==> src/rtl/imem_icache_pkg.sv <==
// Shared types and constants for the instruction-fetch line cache.
// Fill FSM state encoding plus the line geometry used by the cache and its line array.
package imem_icache_pkg;

  typedef enum logic [1:0] {
    IDLE,
    REQ,
    FILL
  } icache_state_t;

  localparam int ICACHE_OFFSET_W = 5;
  localparam int ICACHE_BEAT_W   = 64;

endpackage

==> src/rtl/icache_line_array.sv <==
// Direct-mapped line storage: valid/tag/data flops, combinational read by index.
// Whole-line write (tag, data, valid) in one cycle so no partial line is ever visible.
module icache_line_array
  import imem_icache_pkg::*;
#(
  parameter int NUM_SETS = 16,
  parameter int IDX_W    = $clog2(NUM_SETS),
  parameter int TAG_W    = 32 - ICACHE_OFFSET_W - IDX_W,
  parameter int LINE_W   = 256
) (
  input  logic              clk,
  input  logic              rst,
  input  logic [IDX_W-1:0]  rd_idx_i,
  output logic              rd_valid_o,
  output logic [TAG_W-1:0]  rd_tag_o,
  output logic [LINE_W-1:0] rd_data_o,
  input  logic              wr_en_i,
  input  logic [IDX_W-1:0]  wr_idx_i,
  input  logic [TAG_W-1:0]  wr_tag_i,
  input  logic [LINE_W-1:0] wr_data_i
);

  logic [NUM_SETS-1:0] valid_q;
  logic [TAG_W-1:0]    tag_q  [NUM_SETS];
  logic [LINE_W-1:0]   data_q [NUM_SETS];

  always_ff @(posedge clk) begin
    if (rst) begin
      valid_q <= '0;
    end else if (wr_en_i) begin
      valid_q[wr_idx_i] <= 1'b1;
    end
  end

  // Tag and data carry no reset; the valid bit alone qualifies them.
  always_ff @(posedge clk) begin
    if (wr_en_i) begin
      tag_q[wr_idx_i]  <= wr_tag_i;
      data_q[wr_idx_i] <= wr_data_i;
    end
  end

  assign rd_valid_o = valid_q[rd_idx_i];
  assign rd_tag_o   = tag_q[rd_idx_i];
  assign rd_data_o  = data_q[rd_idx_i];

endmodule

==> src/rtl/imem_icache.sv <==
// Read-only direct-mapped I-cache: same-cycle hit response, 4-beat burst line fill on miss.
// Responds only in IDLE; a redirect during a fill lets the fill finish to the latched line.
module imem_icache
  import imem_icache_pkg::*;
#(
  parameter int NUM_SETS   = 16,
  parameter int LINE_BEATS = 4
) (
  input  logic        clk,
  input  logic        rst,
  input  logic [31:0] imem_addr,
  input  logic [3:0]  imem_rmask,
  output logic        imem_resp,
  output logic [31:0] imem_rdata,
  output logic [31:0] bmem_addr,
  output logic        bmem_read,
  input  logic        bmem_ready,
  input  logic [31:0] bmem_raddr,
  input  logic [63:0] bmem_rdata,
  input  logic        bmem_rvalid
);

  localparam int IDX_W      = $clog2(NUM_SETS);
  localparam int TAG_W      = 32 - ICACHE_OFFSET_W - IDX_W;
  localparam int LINE_W     = LINE_BEATS * ICACHE_BEAT_W;
  localparam int BUF_W      = (LINE_BEATS - 1) * ICACHE_BEAT_W;
  localparam int BEAT_CNT_W = $clog2(LINE_BEATS);

  icache_state_t          state_q, state_d;
  logic [31:0]            line_addr_q, line_addr_d;
  logic [BEAT_CNT_W-1:0]  beat_q, beat_d;
  logic [BUF_W-1:0]       buf_q, buf_d;

  logic [IDX_W-1:0]  req_idx;
  logic [TAG_W-1:0]  req_tag;
  logic [2:0]        req_word;
  logic              req_vld;
  logic              hit;
  logic              beat_ok;
  logic              last_beat;
  logic              rd_valid;
  logic [TAG_W-1:0]  rd_tag;
  logic [LINE_W-1:0] rd_data;
  logic              wr_en;
  logic              unused_addr_bits;

  assign req_idx   = imem_addr[ICACHE_OFFSET_W +: IDX_W];
  assign req_tag   = imem_addr[31 -: TAG_W];
  assign req_word  = imem_addr[4:2];
  assign req_vld   = |imem_rmask;
  assign hit       = req_vld && rd_valid && (rd_tag == req_tag);
  assign beat_ok   = bmem_rvalid && (bmem_raddr == line_addr_q);
  assign last_beat = (beat_q == BEAT_CNT_W'(LINE_BEATS - 1));

  assign unused_addr_bits = ^imem_addr[1:0];

  assign bmem_read = (state_q == REQ);
  assign bmem_addr = line_addr_q;

  icache_line_array #(
    .NUM_SETS(NUM_SETS),
    .IDX_W   (IDX_W),
    .TAG_W   (TAG_W),
    .LINE_W  (LINE_W)
  ) u_lines (
    .clk       (clk),
    .rst       (rst),
    .rd_idx_i  (req_idx),
    .rd_valid_o(rd_valid),
    .rd_tag_o  (rd_tag),
    .rd_data_o (rd_data),
    .wr_en_i   (wr_en),
    .wr_idx_i  (line_addr_q[ICACHE_OFFSET_W +: IDX_W]),
    .wr_tag_i  (line_addr_q[31 -: TAG_W]),
    .wr_data_i ({bmem_rdata, buf_q})
  );

  always_comb begin
    state_d     = state_q;
    line_addr_d = line_addr_q;
    beat_d      = beat_q;
    buf_d       = buf_q;
    imem_resp   = 1'b0;
    imem_rdata  = '0;
    wr_en       = 1'b0;
    unique case (state_q)
      IDLE: begin
        if (hit) begin
          imem_resp  = 1'b1;
          imem_rdata = rd_data[{req_word, 5'b0} +: 32];
        end else if (req_vld) begin
          line_addr_d = {imem_addr[31:ICACHE_OFFSET_W], {ICACHE_OFFSET_W{1'b0}}};
          state_d     = REQ;
        end
      end
      REQ: begin
        if (bmem_ready) begin
          state_d = FILL;
          beat_d  = '0;
        end
      end
      FILL: begin
        // Earlier beats shift down so beat 0 ends at the bottom of the line.
        if (beat_ok) begin
          if (last_beat) begin
            wr_en   = 1'b1;
            state_d = IDLE;
          end else begin
            buf_d  = {bmem_rdata, buf_q[BUF_W-1:ICACHE_BEAT_W]};
            beat_d = beat_q + BEAT_CNT_W'(1);
          end
        end
      end
      default: state_d = IDLE;
    endcase
    if (rst) begin
      imem_resp  = 1'b0;
      imem_rdata = '0;
    end
  end

  always_ff @(posedge clk) begin
    if (rst) begin
      state_q     <= IDLE;
      line_addr_q <= '0;
      beat_q      <= '0;
    end else begin
      state_q     <= state_d;
      line_addr_q <= line_addr_d;
      beat_q      <= beat_d;
    end
  end

  always_ff @(posedge clk) begin
    buf_q <= buf_d;
  end

endmodule
==> config.mk <==
export PLATFORM = sky130hd
export DESIGN_NAME = imem_icache
export DESIGN_NICKNAME = d
export VERILOG_FILES = /design/src/rtl/imem_icache_pkg.sv /design/src/rtl/icache_line_array.sv /design/src/rtl/imem_icache.sv
export SDC_FILE = /design/constraint.sdc
export NUM_CORES = 2
export LEC_CHECK = 0
export CAP_MARGIN = 20
export CORE_ASPECT_RATIO = 1.5
export CORE_MARGIN = 2
export CORE_UTILIZATION = 56
export DETAILED_ROUTE_END_ITERATION = 10
export GPL_ROUTABILITY_DRIVEN = 0
export PLACE_DENSITY = 0.75
export SLEW_MARGIN = 30
export SYNTH_ARGS = -nofsm -noshare
export SYNTH_HDL_FRONTEND = slang
export SYNTH_MEMORY_MAX_BITS = 65536
export SYNTH_SLANG_ARGS = --single-unit
==> constraint.sdc <==
create_clock -name clk -period 28.9 [get_ports clk]
set_input_delay 5.78 -clock clk [delete_from_list [all_inputs] [get_ports clk]]
set_output_delay 5.78 -clock clk [all_outputs]
set_load 0.05 [all_outputs]
==> metrics.txt <==
leakage=slightly above 60 nW; Initial Util=approximately 56%; Slew headroom=between 20% and 30%; share of power burned in the clock network=about two fifths; clk root buf=clkbuf_16; Detailed Route Iter0 Violations=10784; global-route wire length before repair=609600 microns; antenna-violating nets left=0; skew final=0.04215 ns; critical path class=in2out; Hold Path Depth=2; critical path arrival=between 10 and 15 ns; Post-Syn Area per Cell=between 20 and 30 sq um; library cells used by synthesis=60; Worst setup startpoint=imem_addr[6]; total negative slack=0 ns; WL final=approximately 430000 microns; Post-synth EDFFs=about 4700; GR Util met3=4.351%; post-synthesis register bit count=approximately 4700; final setup vio count=0; CTS Buffer Depth=4; Hold Vio Cnt, Final=0; top cells by area, synth=edfxtp_1 79%, mux4_2 18%, mux2i_1 0.67%; GRT Util Overall=a little over a quarter; Core Rows=253; clock latency on the worst-skew pair=about 0.94 ns; vias in the first global route=approximately 84000; post-synth top area cell=edfxtp_1; Sw Ratio=about a fifth; synthesized netlist cell count=between 6000 and 7000; H-tree levels=5; HPWL after DPL=a little under 200000 microns; CTS Sinks=4703; drt wl/cell=35.93 microns; setup ws final=10.46 ns; yosys warns=0; die area=between 300000 and 400000 sq um; GR Layer Usage met2=45.16%; Max Cap Viol=0; busiest grt layer=met2; async set-reset flop share out of synthesis=0%; worst reg2reg path endpoint=u_lines.data_q[8][77]; Switch Pwr=approximately 2.7 mW; CTS tree=done; Post-CTS Hold Buffers=0; Nets=7491; FF-to-FF Start=bmem_addr[12]; number of buffer cells added on primary ports=about 190; r2r setup slk=approximately 22 ns; setup repair bufs after CTS=0; internal power=10.67 mW; drt pass-1 iters=5; Yosys top cell area share=roughly four fifths; Logic pwr share=under 10%; Worst Max-Slew Pin Slew=~1.2 ns; die height=between 600 and 700 microns; worst-path fanout max=119; IO Pins=202; initial antenna violation count=44; CP endpoint kind=output port; R2R cell count=11; count leader, synth=edfxtp_1; routing usage on met1=35.43%; Worst Path Required=between 20 and 25 ns; PwrDens=67.55 nW/um^2; grt ovf=0; Final min period=between 15 and 20 ns; outcome=complete, no violations; Reg clk slew, reported paths=about 0.060 ns; DR vias/cell=about 6.8; Seq pwr share=about 56%; highest clock rate=54.22 MHz; total CTS buffers=between 300 and 400; Hold Startpoint=u_lines.valid_q[8]; post-placement setup slack=approximately 10 ns; CTS resizes=0; Placeable Area=approximately 320000 sq um; synthesized area=177900 sq um; total number of vias=just over 80000; Synth-to-Final Area Change=11.45%; Worst Hold End=u_lines.valid_q[8]; Hold/Removal Path Class=reg2reg; Worst VDD drop=about 0.09 mV; DRC=0; Synth top cells by count=4656 x edfxtp_1, 1427 x mux4_2, 167 x clkbuf_1; Total Power=13.40 mW; RSZ-0062 raised after global routing=false; Die W=between 400 and 500 microns; Final Slew Violations=0; Tcrit/Tclk final=a little under two thirds; Synth Flop Type=edfxtp_1; layout cells sized above 1=28.86%; largest net degree at the start of global routing=about 130; Seq/Total Area, Yosys=between 70% and 80%; Setup crit start kind=input pin
## flip-flops by register name, indices dropped and copies added (netlist names)
| register | flops |
|---|---|
| beat_q | 2 |
| bmem_addr | 27 |
| buf_q | 192 |
| state_q | 2 |
| u_lines.data_q | 4096 |
| u_lines.tag_q | 368 |
| u_lines.valid_q | 16 |
## layout by cell type, fill, tap and decap left out, types with 10 or more instances in the layout
master	instances
xor2_1	28
buf_12	27
clkdlybuf4s50_1	186
nand2_1	15
clkbuf_16	406
nand2b_1	62
nor2b_1	11
nor2_1	63
dfxtp_1	47
clkinv_2	89
mux2i_1	111
bufinv_16	45
mux4_2	1427
clkinvlp_4	16
buf_6	15
a31oi_1	12
diode_2	22
nor2_4	12
nand3_1	10
xnor2_1	27
clkbuf_1	65
clkinv_1	89
buf_4	115
edfxtp_1	4656
## power by group through the flow
stage	clock, mW	sequential [mW]	combinational (mW)
2_1_floorplan	0	7.60	0.356
4_1_cts	5.45	7.44	0.557
5_1_grt	5.67	7.44	0.579
3_3_place_gp	0	7.59	0.538
6_report	5.40	7.44	0.551
3_5_place_dp	0	7.59	0.547
## worst max-delay path by stage
stage          cells after the start  slack, ns                    to
2_1_floorplan                      8       1.56  u_lines.data_q[0][0]
3_3_place_gp                      11      10.41         imem_rdata[1]
3_5_place_dp                      11      10.45         imem_rdata[3]
4_1_cts                           13      10.34         imem_rdata[3]
5_1_grt                           11      10.34         imem_rdata[2]
6_report                          11      10.46         imem_rdata[3]
## area by class of cell
| class | instances | area [sq um] |
|---|---|---|
| clock buffer | 474 | 10450 |
| multi-input combinational | 1891 | 35680 |
| clock inverter | 255 | 2450 |
| tap | 4207 | 5264 |
| sequential | 4703 | 140800 |
| timing repair buffer | 352 | 3621 |
| antenna | 22 | 55.05 |
| inverter | 8 | 37.54 |
| fill | 19653 | 117900 |
## per-stage QoR
step / util (%) / hold WS [ns] / std cells / instance area [sq um]
2_1_floorplan: - / 0.4321 / 6963 / 178000
4_1_cts: 62.64 / 0.4712 / 11886 / 198100
6_report: 62.71 / 0.4766 / 11912 / 198300
5_1_grt: 62.70 / 0.4856 / 11903 / 198300
3_3_place_gp: 58.54 / 0.4582 / 11157 / 185100
3_5_place_dp: 58.57 / 0.4554 / 11157 / 185200
## worst max-delay path, stage by stage
cell	delay, ns
buf_8	0.52
buf_4	0.71
buf_12	0.58
buf_4	0.74
buf_4	0.83
mux4_2	0.42
mux4_2	0.54
mux4_2	0.48
mux2i_1	0.58
nor2_1	0.37
clkdlybuf4s50_1	0.81
## metal layers
metal	part of all wire, %	wire (microns)
met1	36	152400
met2	52	223700
met3	9.1	38850
met4	3.0	12830
met5	0.027	116
## cell families (layout without fill, tap and decap cells)
| family | after synthesis | in the layout | share of synthesized area (%) |
|---|---|---|---|
| AO/OA/AOI/OAI | 67 | 67 | 0.2728 |
| XOR/XNOR | 55 | 55 | 0.2707 |
| buffers and inverters | 369 | 1089 | 0.9542 |
| AND/OR/NAND/NOR | 210 | 210 | 0.6146 |
| adder cells (fa/ha/maj) | 1 | 1 | 0.007030 |
| other | 1 | 27 | 0.002107 |
| flip-flops | 4703 | 4703 | 79.10 |
| multiplexers | 1553 | 1553 | 18.78 |
Note: power is estimated with default switching activity, not from simulation.
